==> src/rtl/decode_issue_unit_pkg.sv <==
// Shared decode definitions for the decode/issue stage.
// Holds RV32I opcodes, the decode class encoding and the queue entry type.
package decode_issue_unit_pkg;

    localparam int ROB_SIZE_WIDTH = 4;

    localparam logic [6:0] OPC_LUI    = 7'b0110111;
    localparam logic [6:0] OPC_AUIPC  = 7'b0010111;
    localparam logic [6:0] OPC_JAL    = 7'b1101111;
    localparam logic [6:0] OPC_JALR   = 7'b1100111;
    localparam logic [6:0] OPC_BRANCH = 7'b1100011;
    localparam logic [6:0] OPC_LOAD   = 7'b0000011;
    localparam logic [6:0] OPC_STORE  = 7'b0100011;
    localparam logic [6:0] OPC_OP_IMM = 7'b0010011;
    localparam logic [6:0] OPC_OP     = 7'b0110011;

    typedef enum logic [1:0] {
        CLS_NONE,
        CLS_RS1,
        CLS_RS12,
        CLS_BAD
    } dec_cls_e;

    typedef struct packed {
        logic     known;
        dec_cls_e cls;
        logic     to_lsb;
        logic     wr_rd;
    } dec_t;

    typedef struct packed {
        logic [31:0] instr;
        logic [31:0] pc;
    } iq_entry_t;

    function automatic dec_t decode_op(input logic [6:0] opc);
        dec_t d;
        d.known  = 1'b1;
        d.cls    = CLS_NONE;
        d.to_lsb = 1'b0;
        d.wr_rd  = 1'b1;
        case (opc)
            OPC_LUI, OPC_AUIPC, OPC_JAL: d.cls = CLS_NONE;
            OPC_JALR, OPC_OP_IMM:        d.cls = CLS_RS1;
            OPC_OP:                      d.cls = CLS_RS12;
            OPC_LOAD: begin
                d.cls    = CLS_RS1;
                d.to_lsb = 1'b1;
            end
            OPC_STORE: begin
                d.cls    = CLS_RS12;
                d.to_lsb = 1'b1;
                d.wr_rd  = 1'b0;
            end
            OPC_BRANCH: begin
                d.cls   = CLS_RS12;
                d.wr_rd = 1'b0;
            end
            default: begin
                d.known = 1'b0;
                d.cls   = CLS_BAD;
                d.wr_rd = 1'b0;
            end
        endcase
        return d;
    endfunction

endpackage

==> src/rtl/decode_imm_gen.sv <==
// RV32I immediate generator (combinational).
// Ports: instr (32-bit word) in, imm (sign-extended immediate) out.
module decode_imm_gen
    import decode_issue_unit_pkg::*;
(
    input  logic [31:0] instr,
    output logic [31:0] imm
);

    logic [6:0] opc;
    logic [2:0] f3;

    assign opc = instr[6:0];
    assign f3  = instr[14:12];

    always_comb begin
        imm = '0;
        case (opc)
            OPC_LUI, OPC_AUIPC:
                imm = {instr[31:12], 12'h000};
            OPC_JAL:
                imm = {{12{instr[31]}}, instr[19:12],
                       instr[20], instr[30:21], 1'b0};
            OPC_JALR, OPC_LOAD:
                imm = {{20{instr[31]}}, instr[31:20]};
            OPC_OP_IMM: begin
                // shifts carry shamt in imm[4:0]; funct7 bits are not immediate
                if (f3 == 3'b001 || f3 == 3'b101)
                    imm = {27'h0, instr[24:20]};
                else
                    imm = {{20{instr[31]}}, instr[31:20]};
            end
            OPC_STORE:
                imm = {{20{instr[31]}}, instr[31:25], instr[11:7]};
            OPC_BRANCH:
                imm = {{20{instr[31]}}, instr[7], instr[30:25],
                       instr[11:8], 1'b0};
            default:
                imm = '0;
        endcase
    end

endmodule

==> src/rtl/decode_issue_unit.sv <==
// Decode/issue stage: instruction FIFO, head decode, rename lookup, RoB alloc.
// Ports: fetch handshake in, rename/RoB/CDB in, one registered issue packet out.
module decode_issue_unit
    import decode_issue_unit_pkg::*;
#(
    parameter int IQ_DEPTH = 4,
    parameter int ROB_W    = ROB_SIZE_WIDTH
) (
    input  logic             clk,
    input  logic             rst,
    input  logic             rdy,
    input  logic             flush,
    input  logic             if_valid,
    input  logic [31:0]      if_instr,
    input  logic [31:0]      if_pc,
    output logic             if_ready,
    output logic [4:0]       rs1_idx,
    output logic [4:0]       rs2_idx,
    input  logic [31:0]      rs1_val,
    input  logic [31:0]      rs2_val,
    input  logic             rs1_busy,
    input  logic             rs2_busy,
    input  logic [ROB_W-1:0] rs1_rob,
    input  logic [ROB_W-1:0] rs2_rob,
    input  logic             rob_full,
    input  logic [ROB_W-1:0] rob_tail,
    input  logic             rs_full,
    input  logic             lsb_full,
    output logic             rob_alloc,
    output logic [4:0]       alloc_rd,
    input  logic             cdb_valid,
    input  logic [ROB_W-1:0] cdb_rob,
    input  logic [31:0]      cdb_val,
    output logic             iss_valid,
    output logic             iss_to_lsb,
    output logic [31:0]      iss_instr,
    output logic [31:0]      iss_pc,
    output logic [31:0]      iss_imm,
    output logic [31:0]      iss_v1,
    output logic [31:0]      iss_v2,
    output logic             iss_q1_busy,
    output logic             iss_q2_busy,
    output logic [ROB_W-1:0] iss_q1,
    output logic [ROB_W-1:0] iss_q2,
    output logic [ROB_W-1:0] iss_rd_rob,
    output logic [4:0]       iss_rd
);

    localparam int PW = $clog2(IQ_DEPTH);
    localparam int CW = PW + 1;

    iq_entry_t       iq [IQ_DEPTH];
    logic [PW-1:0]   head;
    logic [PW-1:0]   tail;
    logic [CW-1:0]   count;

    iq_entry_t       hd;
    dec_t            dec;
    logic            use1;
    logic            use2;
    logic            tgt_full;
    logic            deq;
    logic            enq;
    logic [31:0]     imm;

    logic [31:0]     v1;
    logic [31:0]     v2;
    logic            b1;
    logic            b2;
    logic [ROB_W-1:0] q1;
    logic [ROB_W-1:0] q2;

    assign hd   = iq[head];
    assign dec  = decode_op(hd.instr[6:0]);
    assign use1 = (dec.cls == CLS_RS1) || (dec.cls == CLS_RS12);
    assign use2 = (dec.cls == CLS_RS12);

    assign tgt_full = dec.to_lsb ? lsb_full : rs_full;
    assign if_ready = (count != CW'(IQ_DEPTH));
    assign enq      = rdy && if_valid && if_ready && !flush;

    // unknown opcodes are dropped without waiting on any resource
    assign deq = rdy && (count != '0) && !flush &&
                 (!dec.known || (!rob_full && !tgt_full));

    assign rob_alloc = deq && dec.known;
    assign rs1_idx   = hd.instr[19:15];
    assign rs2_idx   = hd.instr[24:20];
    assign alloc_rd  = dec.wr_rd ? hd.instr[11:7] : 5'd0;

    decode_imm_gen u_imm (
        .instr (hd.instr),
        .imm   (imm)
    );

    // a broadcast in the issue cycle resolves the operand on the spot
    always_comb begin
        v1 = '0;
        b1 = 1'b0;
        q1 = '0;
        if (use1 && rs1_idx != 5'd0) begin
            v1 = rs1_val;
            b1 = rs1_busy;
            q1 = rs1_rob;
            if (rs1_busy && cdb_valid && cdb_rob == rs1_rob) begin
                v1 = cdb_val;
                b1 = 1'b0;
            end
        end
    end

    always_comb begin
        v2 = '0;
        b2 = 1'b0;
        q2 = '0;
        if (use2 && rs2_idx != 5'd0) begin
            v2 = rs2_val;
            b2 = rs2_busy;
            q2 = rs2_rob;
            if (rs2_busy && cdb_valid && cdb_rob == rs2_rob) begin
                v2 = cdb_val;
                b2 = 1'b0;
            end
        end
    end

    always_ff @(posedge clk) begin
        if (enq)
            iq[tail] <= '{instr: if_instr, pc: if_pc};
    end

    always_ff @(posedge clk or negedge rst) begin
        if (!rst) begin
            head  <= '0;
            tail  <= '0;
            count <= '0;
        end else if (rdy) begin
            if (flush) begin
                head  <= '0;
                tail  <= '0;
                count <= '0;
            end else begin
                if (enq)
                    tail <= tail + 1'b1;
                if (deq)
                    head <= head + 1'b1;
                case ({enq, deq})
                    2'b10:   count <= count + 1'b1;
                    2'b01:   count <= count - 1'b1;
                    default: count <= count;
                endcase
            end
        end
    end

    always_ff @(posedge clk or negedge rst) begin
        if (!rst) begin
            iss_valid   <= 1'b0;
            iss_to_lsb  <= 1'b0;
            iss_instr   <= '0;
            iss_pc      <= '0;
            iss_imm     <= '0;
            iss_v1      <= '0;
            iss_v2      <= '0;
            iss_q1_busy <= 1'b0;
            iss_q2_busy <= 1'b0;
            iss_q1      <= '0;
            iss_q2      <= '0;
            iss_rd_rob  <= '0;
            iss_rd      <= '0;
        end else if (rdy) begin
            iss_valid <= rob_alloc;
            if (rob_alloc) begin
                iss_to_lsb  <= dec.to_lsb;
                iss_instr   <= hd.instr;
                iss_pc      <= hd.pc;
                iss_imm     <= imm;
                iss_v1      <= v1;
                iss_v2      <= v2;
                iss_q1_busy <= b1;
                iss_q2_busy <= b2;
                iss_q1      <= q1;
                iss_q2      <= q2;
                iss_rd_rob  <= rob_tail;
                iss_rd      <= alloc_rd;
            end
        end
    end

endmodule
==> config.mk <==
export PLATFORM = sky130hd
export DESIGN_NAME = decode_issue_unit
export DESIGN_NICKNAME = d
export VERILOG_FILES = /design/src/rtl/decode_issue_unit_pkg.sv /design/src/rtl/decode_imm_gen.sv /design/src/rtl/decode_issue_unit.sv
export SDC_FILE = /design/constraint.sdc
export NUM_CORES = 1
export LEC_CHECK = 0
export BUFFER_PORTS_ARGS = -buffer_cell sky130_fd_sc_hd__buf_2
export CORE_MARGIN = 8
export CORE_UTILIZATION = 50
export DETAILED_ROUTE_END_ITERATION = 16
export HOLD_SLACK_MARGIN = 0.06
export PLACE_DENSITY_LB_ADDON = 0.25
export SLEW_MARGIN = 20
export SYNTH_ARGS = -nofsm -noshare
export SYNTH_HDL_FRONTEND = slang
export SYNTH_SLANG_ARGS = --single-unit
==> constraint.sdc <==
create_clock -name clk -period 3.95 [get_ports clk]
set_clock_uncertainty 0.2 [all_clocks]
set_input_delay 0.1975 -clock clk [delete_from_list [all_inputs] [get_ports clk]]
set_output_delay 0.1975 -clock clk [all_outputs]
set_load 0.1 [all_outputs]
==> results.json, run 1 <==
{
  "drv_cap": 0,
  "route.antenna.remaining_nets": 0,
  "numCtsBuffers": 46,
  "grt_pass1_wl_um": 78200,
  "worst_pin_slew_ns": 0.9743,
  "rr_startpoint": "head[0]",
  "synth_edf_count": 256,
  "cts.sinks": 444,
  "synth.cell_area_um2": 18180,
  "die_h_um": 206.7,
  "finalMaxSlewViolations": 0,
  "antenna_found_initial": 5,
  "hold_class": "input port to asynchronous set/reset pin",
  "crit_path_max_incr_delay_ns": 0.64,
  "outcome": "finished clean",
  "hold_viol": 0,
  "slew_headroom_pct": 34.61,
  "drt-wirelength-per-cell_um": 22.77,
  "areaGrowthSynthToFinish_pct": 33.71,
  "layout-drive-gt1-share_pct": 36.46,
  "fmax_mhz": 261.3,
  "core_um2": 36170,
  "regArea_um2": 12400,
  "grt_pass1_vias": 13350,
  "cts_root_buf": "clkbuf_16",
  "io_pins": 385,
  "p_leak_nw": 10.83,
  "fillers": 2474,
  "synth_compound_area_share_pct": 7.420,
  "via_count": 12410,
  "io_buffers": 384,
  "period_share_pct": 96.90,
  "viasPerCell": 5.465,
  "initial_core_util_pct": 50.25,
  "drc": 0,
  "ir_drop_uv": 507.1,
  "hpwl_um": 33580,
  "synth.net_count": 1359,
  "instances_no_fill": 2271,
  "drt-initial-drc-count": 840,
  "clkLatencyLatePin_ns": 0.57,
  "synth_top_family_by_area": "multiplexers",
  "grt_start_max_net_pins": 105,
  "dr.pass1.iters": 7,
  "yosysSeqAreaShare_pct": 68.17,
  "crit_chain": "mux4_2, a41oi_4, buf_4, a21boi_1, or4_4, clkinv_2, buf_8, buf_12",
  "r2r_setup_slack_ns": 0.32,
  "htree_levels": 2,
  "rsz0062_at_grt": "no",
  "crit_arrival_ns": 3.43,
  "powerDensity_nw_per_um2": 596.6,
  "critPathBufInv": 4,
  "ys.flop_type": "edfxtp_1",
  "reg2reg_to": "count[2]",
  "ys_ff_latch": 444,
  "clock_path_buffers": 3,
  "multi_input_area_um2": 5300,
  "track_usage_pct": 24.02,
  "dp.cells": 1963,
  "synth_fa_ha_area_share_pct": 0.4543,
  "worstPathRequired_ns": 3.55,
  "place.gp.congestion": 0.8421,
  "synth_cells": 1166,
  "rr_worst_depth": 8,
  "syn_avg_cell_area_um2": 15.59,
  "crit_slowest_cell": "or4_4",
  "muxShareOfSynthArea_pct": 13.86,
  "wl_um": 51710,
  "nNetsFinal": 1955,
  "tns_ns": 0,
  "clkTransAtPathRegs_ns": 0.06,
  "yosysWarnings": 0,
  "rows": 70,
  "synth-async-reset-ratio_pct": 42.34,
  "ys_types": 65,
  "crit_path_end_kind": "output pin",
  "overflow": 0,
  "cts_tree": "built",
  "dieArea_um2": 42710,
  "cp_top_family": "buffers and inverters",
  "critPathMaxFanout": 26,
  "synth-simple-area-share_pct": 6.711,
  "start_kind": "flop",
  "die_w_um": 206.7,
  "synth_xor_area_share_pct": 0.4612,
  "critPathKind": "flop to output pin",
  "finalSetupViolations": 0,
  "period_minus_slack_ns": 3.827
}
==> through the flow <==
step / hold slack (ns) / utilization, % / total power, mW / area [um2] / setup slack, ns
final: 0.1166 / 67.19 / 14.50 / 24300 / 0.1226
after global routing: 0.1468 / 67.18 / 15.03 / 24300 / 0.001394
after CTS: 0.1132 / 67.06 / 14.60 / 24260 / 0.03462
after detailed placement: 0.1643 / 56.85 / 9.989 / 20560 / 0.2975
after global placement: 0.1702 / 56.85 / 9.943 / 20560 / 0.3347
after floorplan: -0.2981 / - / 9.060 / 18180 / 0.3217
==> how the worst max path moves through the flow <==
stage | from | end | slack [ns] | depth (start not counted)
6_report | head[0] | rob_alloc | 0.12 | 8
5_1_grt | head[0] | rob_alloc | 0.001 | 9
4_1_cts | head[0] | rob_alloc | 0.03 | 7
3_5_place_dp | head[0] | count[2] | 0.30 | 8
3_3_place_gp | head[0] | count[2] | 0.33 | 8
2_1_floorplan | head[0] | count[2] | 0.32 | 10
==> state kept, by name, summed over array words and instances, names as in the netlist <==
name	flops
iq	256
iss_imm	32
iss_instr	32
iss_pc	32
iss_v1	32
iss_v2	32
iss_rd	5
iss_q1	4
iss_q2	4
iss_rd_rob	4
count	3
head	2
tail	2
iss_q1_busy	1
iss_q2_busy	1
iss_to_lsb	1
iss_valid	1
==> cell usage after synthesis, types with 3 or more instances <==
library cell / instances / share of area (%)
edfxtp_1: 256 / 42
nand2_1: 204 / 4.2
dfrtp_1: 188 / 26
mux2i_1: 66 / 3.6
mux4_2: 62 / 7.7
mux2_2: 41 / 2.5
o31ai_1: 38 / 1.6
o31ai_2: 37 / 2.5
clkbuf_1: 35 / 0.72
a21oi_1: 25 / 0.69
o21ai_0: 21 / 0.58
nor2_1: 19 / 0.39
buf_4: 18 / 0.74
buf_2: 16 / 0.44
inv_1: 15 / 0.31
a21o_1: 11 / 0.45
buf_6: 10 / 0.62
and2_1: 9 / 0.31
nand2b_1: 6 / 0.21
nor2b_1: 6 / 0.21
nor3_1: 6 / 0.17
ha_1: 5 / 0.34
a211oi_1: 4 / 0.17
a221oi_1: 4 / 0.19
nand4_1: 4 / 0.14
o22ai_1: 4 / 0.14
xor2_1: 4 / 0.19
buf_1: 3 / 0.062
nand3_1: 3 / 0.083
or4_1: 3 / 0.12
xnor2_1: 3 / 0.14
==> layout by cell type, fill, tap and decap left out, drive strengths merged, types with 5 or more instances in the layout <==
cell type    count
o21ai           24
clkbuf          60
a21oi           25
nand2b           6
mux4            62
and2             9
o31ai           75
nor2b            6
dlygate4sd3    212
bufinv           5
dfrtp          188
mux2i           66
buf            417
inv             18
nor3             7
a21o            11
nor2            19
edfxtp         256
ha               5
clkinv          17
nand2          205
mux2            41
a211oi           5
==> cells by family after synthesis <==
group	count (synthesis)
XOR/XNOR	8
AND/OR/NAND/NOR	276
AO/OA/AOI/OAI	165
adder cells (fa/ha/maj)	6
multiplexers	169
buffers and inverters	98
flip-flops	444
==> metal layers <==
metal / GRT usage (%) / vias up / routed length (um)
li1: - / 5561 / -
met1: 29.11 / 6218 / 19970
met2: 40.65 / 520 / 25690
met3: 5.899 / 108 / 4261
met4: 10.43 / 4 / 1761
met5: 0 / - / 27
==> area by class of cell <==
class / instances / share of cell area [%]
clock inverters: 26 / 1.163
flip-flops and latches: 444 / 51.02
repair buffers: 630 / 18.13
inverters: 16 / 0.2523
multi-input cells: 624 / 21.81
diodes: 4 / 0.04118
well taps: 468 / 2.409
clock buffers: 59 / 5.184
==> worst reg2reg max path, stage by stage, from the launching register on <==
cell      delay, ns
dfrtp_4        0.50
mux4_2         0.67
nor3_2         0.25
a31oi_1        0.12
a211oi_1       0.34
nor3_1         0.15
fa_1           0.42
or4_4          0.56
a311o_1        0.32
==> where the power goes <==
group	leakage (nW)	switching, mW	internal [mW]
Clock	0.762	1.80	2.59
Sequential	4.89	0.217	5.35
Combinational	5.17	3.40	1.15
Total	10.8	5.41	9.09
==> timing repair <==
item	in CTS	in global routing
buffers inserted	3	4
pin swaps	0	0
resized for setup	1	1
setup endpoints to repair	1	1
hold endpoints to repair	444	0
hold buffers	212	0
cloned	0	0
(Power assumes the default switching activity.)
==> run 2, diff against run 1 <==
--- a/config.mk
+++ b/config.mk
@@ -6,8 +6,10 @@
 export NUM_CORES = 1
 export LEC_CHECK = 0
 export BUFFER_PORTS_ARGS = -buffer_cell sky130_fd_sc_hd__buf_2
+export CELL_PAD_IN_SITES_DETAIL_PLACEMENT = 0
+export CELL_PAD_IN_SITES_GLOBAL_PLACEMENT = 1
 export CORE_MARGIN = 8
-export CORE_UTILIZATION = 50
+export CORE_UTILIZATION = 45
 export DETAILED_ROUTE_END_ITERATION = 16
 export HOLD_SLACK_MARGIN = 0.06
 export PLACE_DENSITY_LB_ADDON = 0.25
==> run 2 against run 1 <==
Effect of this change:
- clock power shrank 1%
- highest routed layer unchanged
- final cell count grew 2.5%
- utilization down 5.7 points
- via count decreased by 2.7%
- sequential share of layout area decreased by 0.35 points
- non-clock buffer count decreased by 4
- count of clock-buffer cells in the layout is 5 lower
- die area grew 10%
- largest cell class unchanged
- hold slack got worse by 0.058 ns
- total power fell by 0.28%
- combinational power barely moved
==> results.json, run 2 (synthesis results as in run 1) <==
{
  "outcome": "finished clean",
  "grt_pass1_wl_um": 77710,
  "instances_no_fill": 2328,
  "track_usage_pct": 21.32,
  "period_minus_slack_ns": 3.792,
  "slew_headroom_pct": 23.88,
  "critPathMaxFanout": 29,
  "regArea_um2": 12400,
  "antenna_found_initial": 7,
  "dieArea_um2": 47080,
  "largest_register_ffs": 256,
  "hold_class": "input port to asynchronous set/reset pin",
  "regMostFlops": "iq",
  "utilization_pct": 61.45,
  "cts_root_buf": "clkbuf_16",
  "hpwl_um": 34100,
  "start_kind": "flop",
  "drt-wirelength-per-cell_um": 21.98,
  "viasPerCell": 5.185,
  "clock_path_buffers": 3,
  "numCtsBuffers": 47,
  "switching_share_pct": 37.90,
  "core_um2": 39820,
  "fmax_mhz": 263.7,
  "placed_area_um2": 20780,
  "cts.sinks": 444,
  "mostFrequentLayoutCells": "buf_2, edfxtp_1, dlygate4sd3_1, nand2_1, dfrtp_1",
  "overflow": 0,
  "die_h_um": 217.0,
  "io_pins": 385,
  "place.gp.congestion": 0.7893,
  "crit_arrival_ns": 3.39,
  "finalMaxSlewViolations": 0,
  "period_share_pct": 96.00,
  "io_buffers": 384,
  "clkLatencyLatePin_ns": 0.59,
  "worst_pin_slew_ns": 1.138,
  "comb_power_share_pct": 31.4,
  "holdWs_ns": 0.05888,
  "p_switching_mw": 5.481,
  "cts_tree": "built",
  "htree_levels": 2,
  "worstPathRequired_ns": 3.55,
  "intPower_mw": 8.979,
  "mostFrequentLayoutCell": "buf_2",
  "finalPower_mw": 14.46,
  "rsz0062_at_grt": "no",
  "drt-initial-drc-count": 737,
  "nNetsFinal": 1952,
  "grt_start_max_net_pins": 99,
  "powerDensity_nw_per_um2": 590.9,
  "dp.cells": 2019,
  "crit_path_end_kind": "output pin",
  "p_leak_nw": 10.84,
  "dr.pass1.iters": 7,
  "clkPwrFrac_pct": 30.0,
  "stdcell_area_um2": 24470,
  "areaGrowthSynthToFinish_pct": 34.62,
  "initial_core_util_pct": 45.65,
  "drc": 0,
  "fillers": 3072,
  "fin_ws_ns": 0.1579,
  "die_w_um": 217.0,
  "place_worst_setup_slack_ns": 0.1677,
  "r2r_setup_slack_ns": 0.21,
  "grt_pass1_vias": 12850,
  "critPathKind": "flop to output pin",
  "power_frac_seq_pct": 38.6,
  "tns_ns": 0,
  "via_count": 12070,
  "layout-drive-gt1-share_pct": 36.73,
  "finalSetupViolations": 0,
  "clkTransAtPathRegs_ns": 0.06,
  "multi_input_area_um2": 5299,
  "wl_um": 51170,
  "rows": 73,
  "hold_viol": 0,
  "route.antenna.remaining_nets": 0,
  "ir_drop_uv": 514.9,
  "drv_cap": 0
}
run 2: cell count changes in the layout (fill, tap and decap cells not counted), sizes merged:
cell         change
inv              +3
dlygate4sd3      -3
clkbuf           -5
buf              -1
clkinv           +3
diode            +2
clkinvlp         +3
bufinv           -2
run 2: final timing paths:
| check | startpoint | endpoint | cells past startpoint |
|---|---|---|---|
| worst max-delay path | head[0] | rob_alloc | 7 |
| worst min-delay path | rst | iss_rd_rob[1] | 2 |
| worst max register to register | head[0] | count[2] | 8 |
| worst min register to register | iss_instr[0] | iss_instr[0] | 1 |
| max in group asynchronous | rst | head[1] | 3 |
| min in group clk | if_valid | tail[0] | 4 |
run 2: layout make-up:
class	instances	share of cell area [%]
Clock inverter	33	1.181
Antenna cell	6	0.06136
Sequential cell	444	50.67
Multi-Input combinational cell	624	21.65
Tap cell	525	2.684
Timing Repair Buffer	626	18.45
Clock buffer	54	5.036
Inverter	16	0.2659
run 2: power by group through the flow:
stage	Clock, mW	Combinational, mW	Sequential [mW]
finish	4.33	4.54	5.59
global route	4.61	4.76	5.64
CTS	4.44	4.56	5.59
detailed placement	0	4.35	5.68
global placement	0	4.33	5.66
floorplan	0	1.58	7.48
run 2: what timing repair did:
action / in CTS / in global routing
hold buffers: 209 / 0
gates resized for setup: 0 / 3
buffers inserted: 4 / 3
hold endpoints to repair: 448 / 0
endpoints found under the setup margin: 1 / 7
run 2: worst max-delay path: stages (launching register included):
cell,delay (ns)
dfrtp_4,0.53
mux4_2,0.62
and4b_1,0.35
a211oi_1,0.08
or4_4,0.58
inv_6,0.19
buf_12,0.24
buf_12,0.20
run 2: per-layer routing:
layer  vias to the layer above  global-route usage, %  wire length, um
li1                       5573                      -                -
met5                         -                      0               13
met2                       373                  35.31            24940
met3                        67                  5.936             3529
met4                         2                  6.492             1223
met1                      6056                  27.12            21460
==> run 3, diff against run 2 <==
--- a/config.mk
+++ b/config.mk
@@ -12,7 +12,7 @@
 export CORE_UTILIZATION = 45
 export DETAILED_ROUTE_END_ITERATION = 16
 export HOLD_SLACK_MARGIN = 0.06
-export PLACE_DENSITY_LB_ADDON = 0.25
+export PLACE_DENSITY = 0.82
 export SLEW_MARGIN = 20
 export SYNTH_ARGS = -nofsm -noshare
 export SYNTH_HDL_FRONTEND = slang
==> run 3 against run 2 <==
Effect of this change:
- final cell count shrank 0.30%
- sequential share of layout area is 0.19 points higher
- critical endpoint unchanged
- combinational power barely moved
- critical path depth is the same
- maximum frequency down 1.6%
- sequential power about the same
==> results.json, run 3 (synthesis results as in run 1) <==
{
  "outcome": "finished clean",
  "largest_register_ffs": 256,
  "finalSetupViolations": 0,
  "finalMaxSlewViolations": 0,
  "dieArea_um2": 47080,
  "rsz0062_at_grt": "no",
  "route.antenna.remaining_nets": 0,
  "start_kind": "flop",
  "wl_um": 52690,
  "cts.sinks": 444,
  "cts_root_buf": "clkbuf_16",
  "cts_tree": "built",
  "worst_pin_slew_ns": 1.025,
  "p_switching_mw": 5.467,
  "grt_pass1_vias": 13030,
  "io_buffers": 384,
  "mostFrequentLayoutCells": "buf_2, edfxtp_1, dlygate4sd3_1, nand2_1, dfrtp_1",
  "clkLatencyLatePin_ns": 0.58,
  "powerDensity_nw_per_um2": 589.5,
  "io_pins": 385,
  "hpwl_um": 34450,
  "dr.pass1.iters": 5,
  "finalPower_mw": 14.37,
  "fmax_mhz": 259.5,
  "worstPathRequired_ns": 3.55,
  "tns_ns": 0,
  "areaGrowthSynthToFinish_pct": 34.13,
  "grt_pass1_wl_um": 79570,
  "utilization_pct": 61.22,
  "overflow": 0,
  "critPathMaxFanout": 44,
  "clkPwrFrac_pct": 29.4,
  "drv_cap": 0,
  "clock_path_buffers": 3,
  "drt-initial-drc-count": 975,
  "numCtsBuffers": 46,
  "via_count": 12230,
  "mostFrequentLayoutCell": "buf_2",
  "htree_levels": 2,
  "place.gp.congestion": 0.8708,
  "clkTransAtPathRegs_ns": 0.06,
  "hold_viol": 0,
  "crit_path_end_kind": "output pin",
  "die_h_um": 217.0,
  "hold_class": "input port to flop",
  "drc": 0,
  "power_frac_seq_pct": 38.8,
  "rows": 73,
  "nNetsFinal": 1949,
  "period_minus_slack_ns": 3.853,
  "die_w_um": 217.0,
  "period_share_pct": 97.55,
  "switching_share_pct": 38.04,
  "layout-drive-gt1-share_pct": 36.06,
  "grt_start_max_net_pins": 97,
  "viasPerCell": 5.268,
  "crit_arrival_ns": 3.46,
  "antenna_found_initial": 5,
  "drt-wirelength-per-cell_um": 22.70,
  "p_leak_nw": 10.80,
  "core_um2": 39820,
  "intPower_mw": 8.906,
  "regMostFlops": "iq",
  "initial_core_util_pct": 45.65,
  "slew_headroom_pct": 31.19,
  "track_usage_pct": 21.87,
  "critPathKind": "flop to output pin",
  "comb_power_share_pct": 31.8,
  "ir_drop_uv": 516.7
}
## run 3: cell count changes in the layout (fill, tap and decap cells not counted), sizes merged
| cell | delta |
|---|---|
| clkbuf | +11 |
| buf | -5 |
| diode | -4 |
| inv | -4 |
| clkinv | -3 |
| clkinvlp | -3 |
| dlygate4sd3 | +3 |
| bufinv | -2 |
## run 3: stage by stage
step / setup WS (ns) / area, um2 / hold slack (ns) / instances
floorplan: 0.3217 / 18180 / -0.2981 / 1166
global placement: 0.2878 / 20710 / 0.09742 / 2017
global route: 0.008206 / 24380 / 0.1468 / 2321
finish: 0.09672 / 24380 / 0.1386 / 2321
detailed placement: 0.2228 / 20710 / 0.1039 / 2017
CTS: 0.001527 / 24340 / 0.07800 / 2316
## run 3: final cells by class
class,count,area (um2)
clock buffer,65,1313
tap,525,656.9
fill,3052,15440
timing repair buffer,624,4457
inverter,16,61.31
clock inverter,21,188.9
multi-input combinational,624,5300
antenna,2,5.005
sequential,444,12400
## run 3: power by group through the flow
stage | sequential [mW] | clock (mW) | combinational, mW
3_5_place_dp | 5.66 | 0 | 4.38
6_report | 5.57 | 4.23 | 4.57
3_3_place_gp | 5.64 | 0 | 4.35
4_1_cts | 5.58 | 4.34 | 4.58
5_1_grt | 5.63 | 4.50 | 4.77
2_1_floorplan | 7.48 | 0 | 1.58
## run 3: what timing repair did
item                                    4_1_cts  5_1_grt
buffers inserted                              1        3
pin swaps                                     0        0
endpoints found under the setup margin        1        1
cloned                                        0        0
hold endpoints to repair                    427        0
hold buffers                                212        0
gates resized for setup                       0        1
## run 3: worst paths after layout
path	startpoint	endpoint	slack, ns	cells past startpoint
worst max-delay path	head[0]	rob_alloc	0.1	7
worst min-delay path	rob_full	iss_instr[2]	0.14	6
worst max register to register	head[0]	count[2]	0.26	8
worst min register to register	iss_instr[30]	iss_instr[30]	0.27	2
max in group asynchronous	rst	iss_pc[20]	1.36	4
min in group asynchronous	rst	iss_pc[21]	0.55	3
## run 3: routing by layer
| layer | part of all wire [%] | vias up | GRT usage, % |
|---|---|---|---|
| met2 | 49 | 484 | 36.34 |
| met1 | 41 | 6091 | 27.46 |
| li1 | - | 5560 | - |
| met4 | 2.7 | 2 | 6.447 |
| met3 | 8.0 | 89 | 6.602 |
| met5 | 0.023 | - | 0 |
## run 3: worst max-delay path, stage by stage (launching register included)
cell,delay [ns]
dfrtp_4,0.52
mux4_2,0.62
nor4bb_1,0.34
a211oi_1,0.12
or4_4,0.63
clkinv_2,0.13
buf_12,0.26
buf_12,0.21
